### src/rtl/lcd_bus_rx.sv
// Responder for the 8-bit HD44780-style LCD write bus: decodes commands and data
// writes into a 2x16 shadow DDRAM with address-counter semantics and a registered read port.
module lcd_bus_rx #(
    parameter int unsigned SYNC_STAGES = 2,
    parameter logic [7:0]  BLANK_CHAR  = 8'h20
) (
    input  logic       I_CLK,
    input  logic       I_RSTF,
    input  logic       I_LCD_EN,
    input  logic       I_LCD_RS,
    input  logic       I_LCD_RWF,
    input  logic [7:0] I_LCD_DATA,
    input  logic [4:0] I_RD_ADDR,
    output logic [7:0] O_RD_DATA,
    output logic       O_CMD_WR,
    output logic       O_DATA_WR,
    output logic [7:0] O_LAST_CMD,
    output logic [6:0] O_AC,
    output logic       O_BUSY,
    output logic       O_OVERRUN
);

    typedef enum logic {IDLE, CLEAR} state_t;

    logic [SYNC_STAGES-1:0] en_sync;
    logic [SYNC_STAGES-1:0] rs_sync;
    logic [SYNC_STAGES-1:0] rwf_sync;
    logic [7:0]             data_sync [SYNC_STAGES];
    logic                   en_d;
    logic                   stb;
    logic                   stb_rs;
    logic                   stb_rwf;
    logic [7:0]             stb_data;

    state_t     state;
    logic [4:0] fill_idx;
    logic       inc;
    logic [7:0] ddram [32];
    logic       wr_hit;
    logic [4:0] wr_idx;

    // RS/RWF/DATA ride the same-depth pipeline as EN; the strobe is registered
    // together with them so the FSM sees a stable, aligned transaction.
    always_ff @(posedge I_CLK or negedge I_RSTF) begin
        if (!I_RSTF) begin
            en_sync  <= '0;
            rs_sync  <= '0;
            rwf_sync <= '0;
            for (int unsigned i = 0; i < SYNC_STAGES; i++) data_sync[i] <= '0;
            en_d     <= 1'b0;
            stb      <= 1'b0;
            stb_rs   <= 1'b0;
            stb_rwf  <= 1'b0;
            stb_data <= '0;
        end else begin
            en_sync      <= {en_sync[SYNC_STAGES-2:0], I_LCD_EN};
            rs_sync      <= {rs_sync[SYNC_STAGES-2:0], I_LCD_RS};
            rwf_sync     <= {rwf_sync[SYNC_STAGES-2:0], I_LCD_RWF};
            data_sync[0] <= I_LCD_DATA;
            for (int unsigned i = 1; i < SYNC_STAGES; i++) data_sync[i] <= data_sync[i-1];
            en_d     <= en_sync[SYNC_STAGES-1];
            stb      <= en_d & ~en_sync[SYNC_STAGES-1];
            stb_rs   <= rs_sync[SYNC_STAGES-1];
            stb_rwf  <= rwf_sync[SYNC_STAGES-1];
            stb_data <= data_sync[SYNC_STAGES-1];
        end
    end

    // Two-line wrap: 0x27 <-> 0x40 and 0x67 <-> 0x00.
    function automatic logic [6:0] step_ac(input logic [6:0] a, input logic up);
        logic [6:0] r;
        if (up) begin
            if (a == 7'h27)      r = 7'h40;
            else if (a == 7'h67) r = 7'h00;
            else                 r = a + 7'd1;
        end else begin
            if (a == 7'h00)      r = 7'h67;
            else if (a == 7'h40) r = 7'h27;
            else                 r = a - 7'd1;
        end
        return r;
    endfunction

    always_comb begin
        wr_hit = (O_AC[6:4] == 3'b000) || (O_AC[6:4] == 3'b100);
        wr_idx = {O_AC[6], O_AC[3:0]};
    end

    always_ff @(posedge I_CLK or negedge I_RSTF) begin
        if (!I_RSTF) begin
            for (int unsigned i = 0; i < 32; i++) ddram[i] <= BLANK_CHAR;
            state      <= IDLE;
            fill_idx   <= '0;
            inc        <= 1'b1;
            O_AC       <= '0;
            O_LAST_CMD <= '0;
            O_CMD_WR   <= 1'b0;
            O_DATA_WR  <= 1'b0;
            O_BUSY     <= 1'b0;
            O_OVERRUN  <= 1'b0;
        end else begin
            O_CMD_WR  <= 1'b0;
            O_DATA_WR <= 1'b0;
            if (stb && stb_rwf) O_OVERRUN <= 1'b1;
            case (state)
                IDLE: begin
                    if (stb && !stb_rwf) begin
                        if (!stb_rs) begin
                            O_CMD_WR   <= 1'b1;
                            O_LAST_CMD <= stb_data;
                            if (stb_data == 8'h01) begin
                                state    <= CLEAR;
                                O_BUSY   <= 1'b1;
                                fill_idx <= '0;
                                O_AC     <= '0;
                                inc      <= 1'b1;
                            end else if (stb_data[7:1] == 7'b0000_001) begin
                                O_AC <= '0;
                            end else if (stb_data[7:2] == 6'b0000_01) begin
                                inc <= stb_data[1];
                            end else if (stb_data[7]) begin
                                O_AC <= stb_data[6:0];
                            end
                        end else begin
                            O_DATA_WR <= 1'b1;
                            if (wr_hit) ddram[wr_idx] <= stb_data;
                            O_AC <= step_ac(O_AC, inc);
                        end
                    end
                end
                CLEAR: begin
                    ddram[fill_idx] <= BLANK_CHAR;
                    fill_idx        <= fill_idx + 5'd1;
                    if (stb && !stb_rwf) O_OVERRUN <= 1'b1;
                    if (fill_idx == 5'd31) begin
                        state  <= IDLE;
                        O_BUSY <= 1'b0;
                    end
                end
                default: state <= IDLE;
            endcase
        end
    end

    always_ff @(posedge I_CLK or negedge I_RSTF) begin
        if (!I_RSTF) O_RD_DATA <= '0;
        else         O_RD_DATA <= ddram[I_RD_ADDR];
    end

endmodule
### config.mk
export PLATFORM = sky130hd
export DESIGN_NAME = lcd_bus_rx
export DESIGN_NICKNAME = d
export VERILOG_FILES = /design/src/rtl/lcd_bus_rx.sv
export SDC_FILE = /design/constraint.sdc
export NUM_CORES = 1
export LEC_CHECK = 0
export ABC_AREA = 1
export CORE_MARGIN = 2
export CORE_UTILIZATION = 55
export DETAILED_ROUTE_END_ITERATION = 7
export GPL_ROUTABILITY_DRIVEN = 1
export GPL_TIMING_DRIVEN = 0
export PLACE_DENSITY = 0.72
export SLEW_MARGIN = 20
export SYNTH_ARGS = -nofsm -noshare
export SYNTH_HDL_FRONTEND = slang
export SYNTH_SLANG_ARGS = --single-unit
### constraint.sdc
create_clock -name I_CLK -period 4.3 [get_ports I_CLK]
set_clock_uncertainty 0.05 [all_clocks]
set_input_delay 0.86 -clock I_CLK [delete_from_list [all_inputs] [get_ports I_CLK]]
set_output_delay 0.86 -clock I_CLK [all_outputs]
set_load 0.03 [all_outputs]
==> flow_summary_export.csv, run 1 <==
group,metric,value,unit
clocking,clock_latency,0.52,ns
synth,syn_inst,1952,
sta,hold_violations,0,
route,drtPass1Iterations,6,
floorplan,die_y,173,microns
floorplan,start_util,56.1,%
global_route,grt_pass1_vias,13800,
floorplan,coreArea,27900,sq um
setup_path,critPathCaptureType,"output pin",
setup_path,startpoint,"O_AC[5]$_DFFE_PN0P_",
setup_path,crit_family,"buffers and inverters",
synth,yosys.cell_count.top_type,"nand2_1",
power_and_ir_drop,vdd_drop_max,0.000297,V
setup_path,reg2reg_slack,1.80,ns
clocking,hold_buffers,0,
global_route,grtUsageTotal,34.7,%
route,drt_iter0_drc,1761,
sta,max_freq,374,MHz
clocking,cts_buffers,35,
sta,setup_viol_count_final,0,
place,gp_congestion,0.976,
synth,synthArstFlopShare,100,%
synth,ys.flop_type,"dfrtp_1",
power_and_ir_drop,leakage,8.17,nW
power_and_ir_drop,power_density,443,nW/um^2
synth,synth.yosys.seq_area_share,52.0,%
clocking,clockRootBuffer,"clkbuf_16",
synth,yosys_warnings,0,
final_layout,drive_gt1_share,8.75,%
synth,synth_seq_cells,324,
synth,netlist.top_cell.by_area,"dfrtp_1",
sta,slew_viol_final,0,
final_layout,regArea,8150,sq um
global_route,overflow,0,
route,drtAntennaViolNets,0,
sta,setup_tns,0,ns
synth,synthTopCellsByCount,"nand2_1 (604), nand3_1 (310), dfrtp_1 (291), o21ai_0 (217), nor2_1 (123)",
setup_path,crit_type,"reg -> out",
synth,synth_nets,1980,
clocking,clock_path_buffers,3,
sta,worstMarginPinSlew,0.969,ns
final_layout,antenna_cells,0,
sta,grt_setup_unrepaired,"no",
setup_path,setup.worst_path.end,"O_AC[5]",
final_layout,nFillCells,2490,
clocking,ctsResizeCount,0,
sta,maxSlewHeadroom,35.4,%
synth,synth_edf_count,0,
setup_path,cp.arrival,1.77,ns
outcome,outcome,"completed",
final_layout,area_growth,13.9,%
floorplan,ios,45,
clocking,cts_num_sinks,324,
route,route.detailed.drc,0,
clocking,tritoncts,"built",
synth,yosys.cell_types.count,37,
synth,synth_area,15700,sq um
floorplan,die_w,173,microns
route,via_per_inst,6.02,
power_and_ir_drop,p_total,0.00790,W
synth,ys_top_cells_by_area,"dfrtp_1 (46%), nand2_1 (14%), nand3_1 (9.9%), o21ai_0 (6.9%), dfstp_2 (5.5%)",
setup_path,cp.depth,1,
clocking,cts_htree_levels,2,
synth,yosys.area.top_type_share,46.5,%
clocking,post_cts_buffers,0,
sta,fin_crit_sh,62.3,%
setup_path,r2r_cells,7,
final_layout,multiInputGateArea,6600,sq um
setup_path,slowest_delay,0.73,ns
setup_path,crit_chain,"clkdlybuf4s50_1",
global_route,grt_start_max_net_pins,102,
floorplan,rows,61,
synth,synth.avg_cell_area,8.03,sq um
final_layout,stdcell_area,17800,sq um
final_layout,fin_nets,2059,
global_route,antenna_found_initial,1,
floorplan,die_area,29900,sq um
setup_path,worstPathRequired,3.39,ns
clocking,clkTransAtPathRegs,0.06,ns
job,cap_violations,0,
setup_path,path_buf_inv,1,
setup_path,slowest_stage,"clkdlybuf4s50_1",
place,placed_area,16600,sq um
setup_path,critPathMaxFanout,8,
setup_path,cp-start-kind,"flip-flop",
route,wire_per_inst,21.2,microns
worst_hold_path,hold_path_class,"in -> async",
setup_path,reg2reg_from,"O_AC[0]$_DFFE_PN0P_",
sta,period_minus_slack,2.68,ns
place,hpwlAfterDp,36.8,mm
setup_path,timing.rr.end,"ddram[190]$_DFFE_PN0P_",
final_layout,postLayoutCoreUtil,63.9,%
route,totalWireLength,51.5,mm
route,num_vias,14700,
global_route,grt_pass1_wl,80.3,mm
place,port_buffers,39,
worst min path at each step:
stage	depth (start not counted)	startpoint	slack, ns	end
after detailed placement	0	data_sync[1]$_DFF_PN0_	0.28	stb_data[1]$_DFF_PN0_
after global routing	1	I_RSTF	0.27	ddram[224]$_DFFE_PN0P_
final	1	I_RSTF	0.24	ddram[225]$_DFFE_PN0P_
after CTS	1	I_RSTF	0.25	ddram[224]$_DFFE_PN0P_
after floorplan	0	data_sync[8]$_DFF_PN0_	0.28	data_sync[0]$_DFF_PN0_
after global placement	0	data_sync[2]$_DFF_PN0_	0.28	stb_data[2]$_DFF_PN0_
routing by layer:
metal  vias to the layer above  GRT usage (%)  wire, microns
met5                         -              0             13
met2                       869           51.1          22300
met3                       177           8.42           5700
li1                       6569              -              -
met1                      7047           48.6          20900
met4                         2           16.5           2660
worst register-to-register path, cell delays in order, from the launching register on:
cell and delay, ns:
dfrtp_1 0.46, inv_1 0.19, ha_1 0.30, inv_1 0.28, nor2_1 0.16, a21oi_1 0.75
nand2_1 0.09, o21ai_0 0.13
sequential cells by signal, indices dropped and copies added, names as in the netlist, 2 cells and up:
name        cells
O_AC            7
O_RD_DATA       8
rs_sync         2
stb_data        8
fill_idx        5
data_sync      16
O_LAST_CMD      8
rwf_sync        2
ddram         256
en_sync         2
layout by cell type, fill, tap and decap left out, types with 2 or more instances in the layout:
cell type,Yosys,layout
nand2_1,604,604
nand3_1,310,310
dfrtp_1,291,291
o21ai_0,217,217
nor2_1,123,123
inv_1,100,100
clkbuf_1,54,63
clkdlybuf4s50_1,0,38
clkbuf_16,0,37
a21oi_1,35,35
buf_2,34,34
dfstp_2,33,33
o21ai_1,26,26
a31oi_1,15,15
a21oi_2,13,13
buf_1,12,12
nand2_2,12,12
nand3_4,10,10
ha_1,10,10
o22ai_1,8,8
nor3_1,7,7
clkbuf_8,0,6
nand4_1,5,5
bufinv_16,0,5
buf_4,4,4
buf_6,4,4
nor2_4,3,3
nand4_4,3,3
buf_8,2,3
nand3b_1,3,3
xor2_1,3,3
buf_16,0,3
o211ai_1,2,2
clkinv_2,0,2
clkinvlp_4,0,2
layout make-up:
cell class	count	share of cell area [%]
Buffer	111	3.04
Clock buffer	52	5.84
Clock inverter	10	1.03
Inverter	101	2.12
Multi-Input combinational cell	1416	37.0
Sequential cell	324	45.7
Tap cell	378	2.65
Timing Repair Buffer	42	2.68
kinds of logic after synthesis:
family,synth area share [%]
AND/OR/NAND/NOR,30.4
flip-flops,52.0
AO/OA/AOI/OAI,10.7
buffers and inverters,5.88
adder cells (fa/ha/maj),0.798
XOR/XNOR,0.224
per-stage QoR:
step | setup slack (ns) | hold WS, ns | std cells
floorplan | 2.27 | 0.281 | 1952
global placement | -11.56 | 0.282 | 2369
detailed placement | 1.56 | 0.285 | 2372
CTS | 1.60 | 0.253 | 2434
global route | 1.56 | 0.274 | 2434
finish | 1.62 | 0.241 | 2434
power by group:
part | switching, W | leakage (nW) | internal (W)
clock | 0.00125 | 0.593 | 0.00198
sequential | 0.000164 | 4.27 | 0.00333
combinational | 0.000816 | 3.30 | 0.000366
total | 0.00223 | 8.17 | 0.00568
Note: power is estimated with default switching activity, not from simulation.
==> run 2: changes to the inputs <==
==> constraint.sdc (replaced) <==
create_clock -name I_CLK -period 2.5 [get_ports I_CLK]
set_clock_uncertainty 0.05 [all_clocks]
set_input_delay 0.5 -clock I_CLK [delete_from_list [all_inputs] [get_ports I_CLK]]
set_output_delay 0.5 -clock I_CLK [all_outputs]
set_load 0.03 [all_outputs]
==> run 2 against run 1 <==
Net effect: critical path depth grew 8; largest power group unchanged; sequential share of layout area is essentially flat; setup slack lost 1.5 ns; flip-flop and latch count is the same; clock-buffer cell count is the same; total power grew 72%; routed wire length grew 0.26%; core utilization grew 0.058 points; via count shrank 0.15%; clock power grew 72%.
==> flow_summary_export.csv, run 2 (synthesis gave the netlist of run 1 again) <==
group,metric,value,unit
setup_path,reg2reg_slack,0.1,ns
floorplan,rows,61,
route,via_per_inst,6.01,
clocking,tritoncts,"built",
power_and_ir_drop,p_sw,0.00384,W
setup_path,worstPathRequired,2.81,ns
clocking,clockRootBuffer,"clkbuf_16",
final_layout,reg_top3,"ddram: 256 flops, data_sync: 16 flops",
sta,setup_slack,0.0954,ns
setup_path,r2r_cells,9,
final_layout,drive_gt1_share,8.85,%
route,totalWireLength,51.7,mm
floorplan,die_area,29900,sq um
sta,worstMarginPinSlew,0.970,ns
final_layout,fin_nets,2060,
route,wire_per_inst,21.2,microns
place,place_ws,0.116,ns
clocking,cts_htree_levels,2,
global_route,grtUsageTotal,34.7,%
sta,grt_setup_unrepaired,"no",
global_route,grt_start_max_net_pins,102,
place,gp_congestion,0.976,
clocking,cts_buffers,35,
setup_path,crit_type,"reg -> reg",
global_route,grt_pass1_vias,13800,
setup_path,setup.worst_path.end,"ddram[63]$_DFFE_PN0P_",
power_and_ir_drop,switching_share,28.2,%
place,hpwlAfterDp,36.8,mm
sta,hold_ws,0.294,ns
floorplan,coreArea,27900,sq um
floorplan,die_w,173,microns
power_and_ir_drop,p_comb_share,15.0,%
clocking,clock_path_buffers,3,
final_layout,layout_common_cells,"nand2_1 (604), nand3_1 (310), dfrtp_1 (291), o21ai_0 (217), nor2_1 (123)",
power_and_ir_drop,pwr-share-clk,40.9,%
outcome,outcome,"completed",
setup_path,timing.rr.end,"ddram[63]$_DFFE_PN0P_",
sta,fin_crit_sh,96.2,%
final_layout,area_growth,14.0,%
floorplan,die_y,173,microns
global_route,grt_pass1_wl,80.3,mm
route,drt_iter0_drc,1802,
power_and_ir_drop,intPower,0.00976,W
setup_path,critPathMaxFanout,8,
global_route,overflow,0,
sta,slew_viol_final,0,
clocking,clkTransAtPathRegs,0.06,ns
global_route,antenna_found_initial,1,
sta,maxSlewHeadroom,35.4,%
power_and_ir_drop,power_density,761,nW/um^2
place,port_buffers,39,
route,route.detailed.drc,0,
power_and_ir_drop,leakage,8.18,nW
job,cap_violations,0,
sta,max_freq,416,MHz
power_and_ir_drop,vdd_drop_max,0.000511,V
final_layout,antenna_cells,0,
floorplan,start_util,56.1,%
worst_hold_path,hp-start,"data_sync[12]$_DFF_PN0_",
setup_path,cp-start-kind,"flip-flop",
route,drtPass1Iterations,6,
floorplan,ios,45,
sta,hold_violations,0,
power_and_ir_drop,seq_power_share,44.2,%
route,drtAntennaViolNets,0,
setup_path,startpoint,"O_AC[0]$_DFFE_PN0P_",
final_layout,top_register,"ddram",
setup_path,critPathCaptureType,"flip-flop",
clocking,post_cts_buffers,0,
setup_path,reg2reg_from,"O_AC[0]$_DFFE_PN0P_",
route,num_vias,14600,
worst_hold_path,hold_path_class,"reg -> reg",
clocking,cts_num_sinks,324,
clocking,clock_latency,0.52,ns
sta,period_minus_slack,2.40,ns
final_layout,final_common_cell,"nand2_1",
sta,setup_viol_count_final,0,
setup_path,cp.arrival,2.71,ns
final_layout,largest_reg_flops,256,
run 2: worst min path at each step:
stage,endpoint,slack [ns],depth (start not counted)
finish,data_sync[4]$_DFF_PN0_,0.29,0
global route,stb_data[1]$_DFF_PN0_,0.30,0
CTS,O_RD_DATA[7]$_DFF_PN0_,0.29,3
detailed placement,stb_data[1]$_DFF_PN0_,0.28,0
global placement,stb_data[2]$_DFF_PN0_,0.28,0
floorplan,O_AC[0]$_DFFE_PN0P_,0.15,0
run 2: area by class of cell:
| type | count | area, sq um |
|---|---|---|
| Fill cell | 2488 | 10100 |
| Tap cell | 378 | 473 |
| Clock buffer | 52 | 1040 |
| Clock inverter | 10 | 184 |
| Sequential cell | 324 | 8150 |
| Inverter | 101 | 379 |
| Timing Repair Buffer | 43 | 488 |
| Buffer | 111 | 543 |
| Multi-Input combinational cell | 1416 | 6610 |
run 2: per-stage QoR:
stage / total power [W] / instance area, sq um / std cells / TNS [ns] / utilization [%]
floorplan: 0.00725 / 15700 / 1952 / 0 / -
global placement: 0.00802 / 16500 / 2369 / -4057.66 / 59.2
CTS: 0.0136 / 17900 / 2435 / 0 / 63.9
finish: 0.0136 / 17900 / 2435 / 0 / 64.0
detailed placement: 0.00807 / 16600 / 2372 / 0 / 59.5
global route: 0.0141 / 17900 / 2435 / 0 / 64.0
run 2: worst max-delay path, cell delays in order, from the launching register on:
cell     delay [ns]
dfrtp_1        0.45
inv_1          0.24
ha_1           0.27
inv_1          0.19
nor2_1         0.29
nand2_1        0.09
nand2_1        0.06
nand3_1        0.30
nand3_1        0.18
o21ai_0        0.10
run 2: power by group through the flow:
| stage | clock network (W) | logic [W] | registers, W |
|---|---|---|---|
| 5_1_grt | 0.00580 | 0.00223 | 0.00605 |
| 2_1_floorplan | 0 | 0.00111 | 0.00614 |
| 6_report | 0.00556 | 0.00204 | 0.00601 |
| 3_3_place_gp | 0 | 0.00194 | 0.00608 |
| 4_1_cts | 0.00557 | 0.00200 | 0.00600 |
| 3_5_place_dp | 0 | 0.00199 | 0.00608 |
run 2: what timing repair did:
item / in CTS / in global routing
gates resized for setup: 0 / 2
endpoints found under the hold margin: 55 / 0
hold buffers: 1 / 0
setup endpoints to repair: 0 / 13
run 2: layer usage:
layer	up-vias	GRT usage (%)	wire length [microns]
met1	7004	48.6	20900
met3	187	8.40	5880
met4	2	16.5	2760
li1	6573	-	-
met2	876	51.1	22100
met5	-	0	13
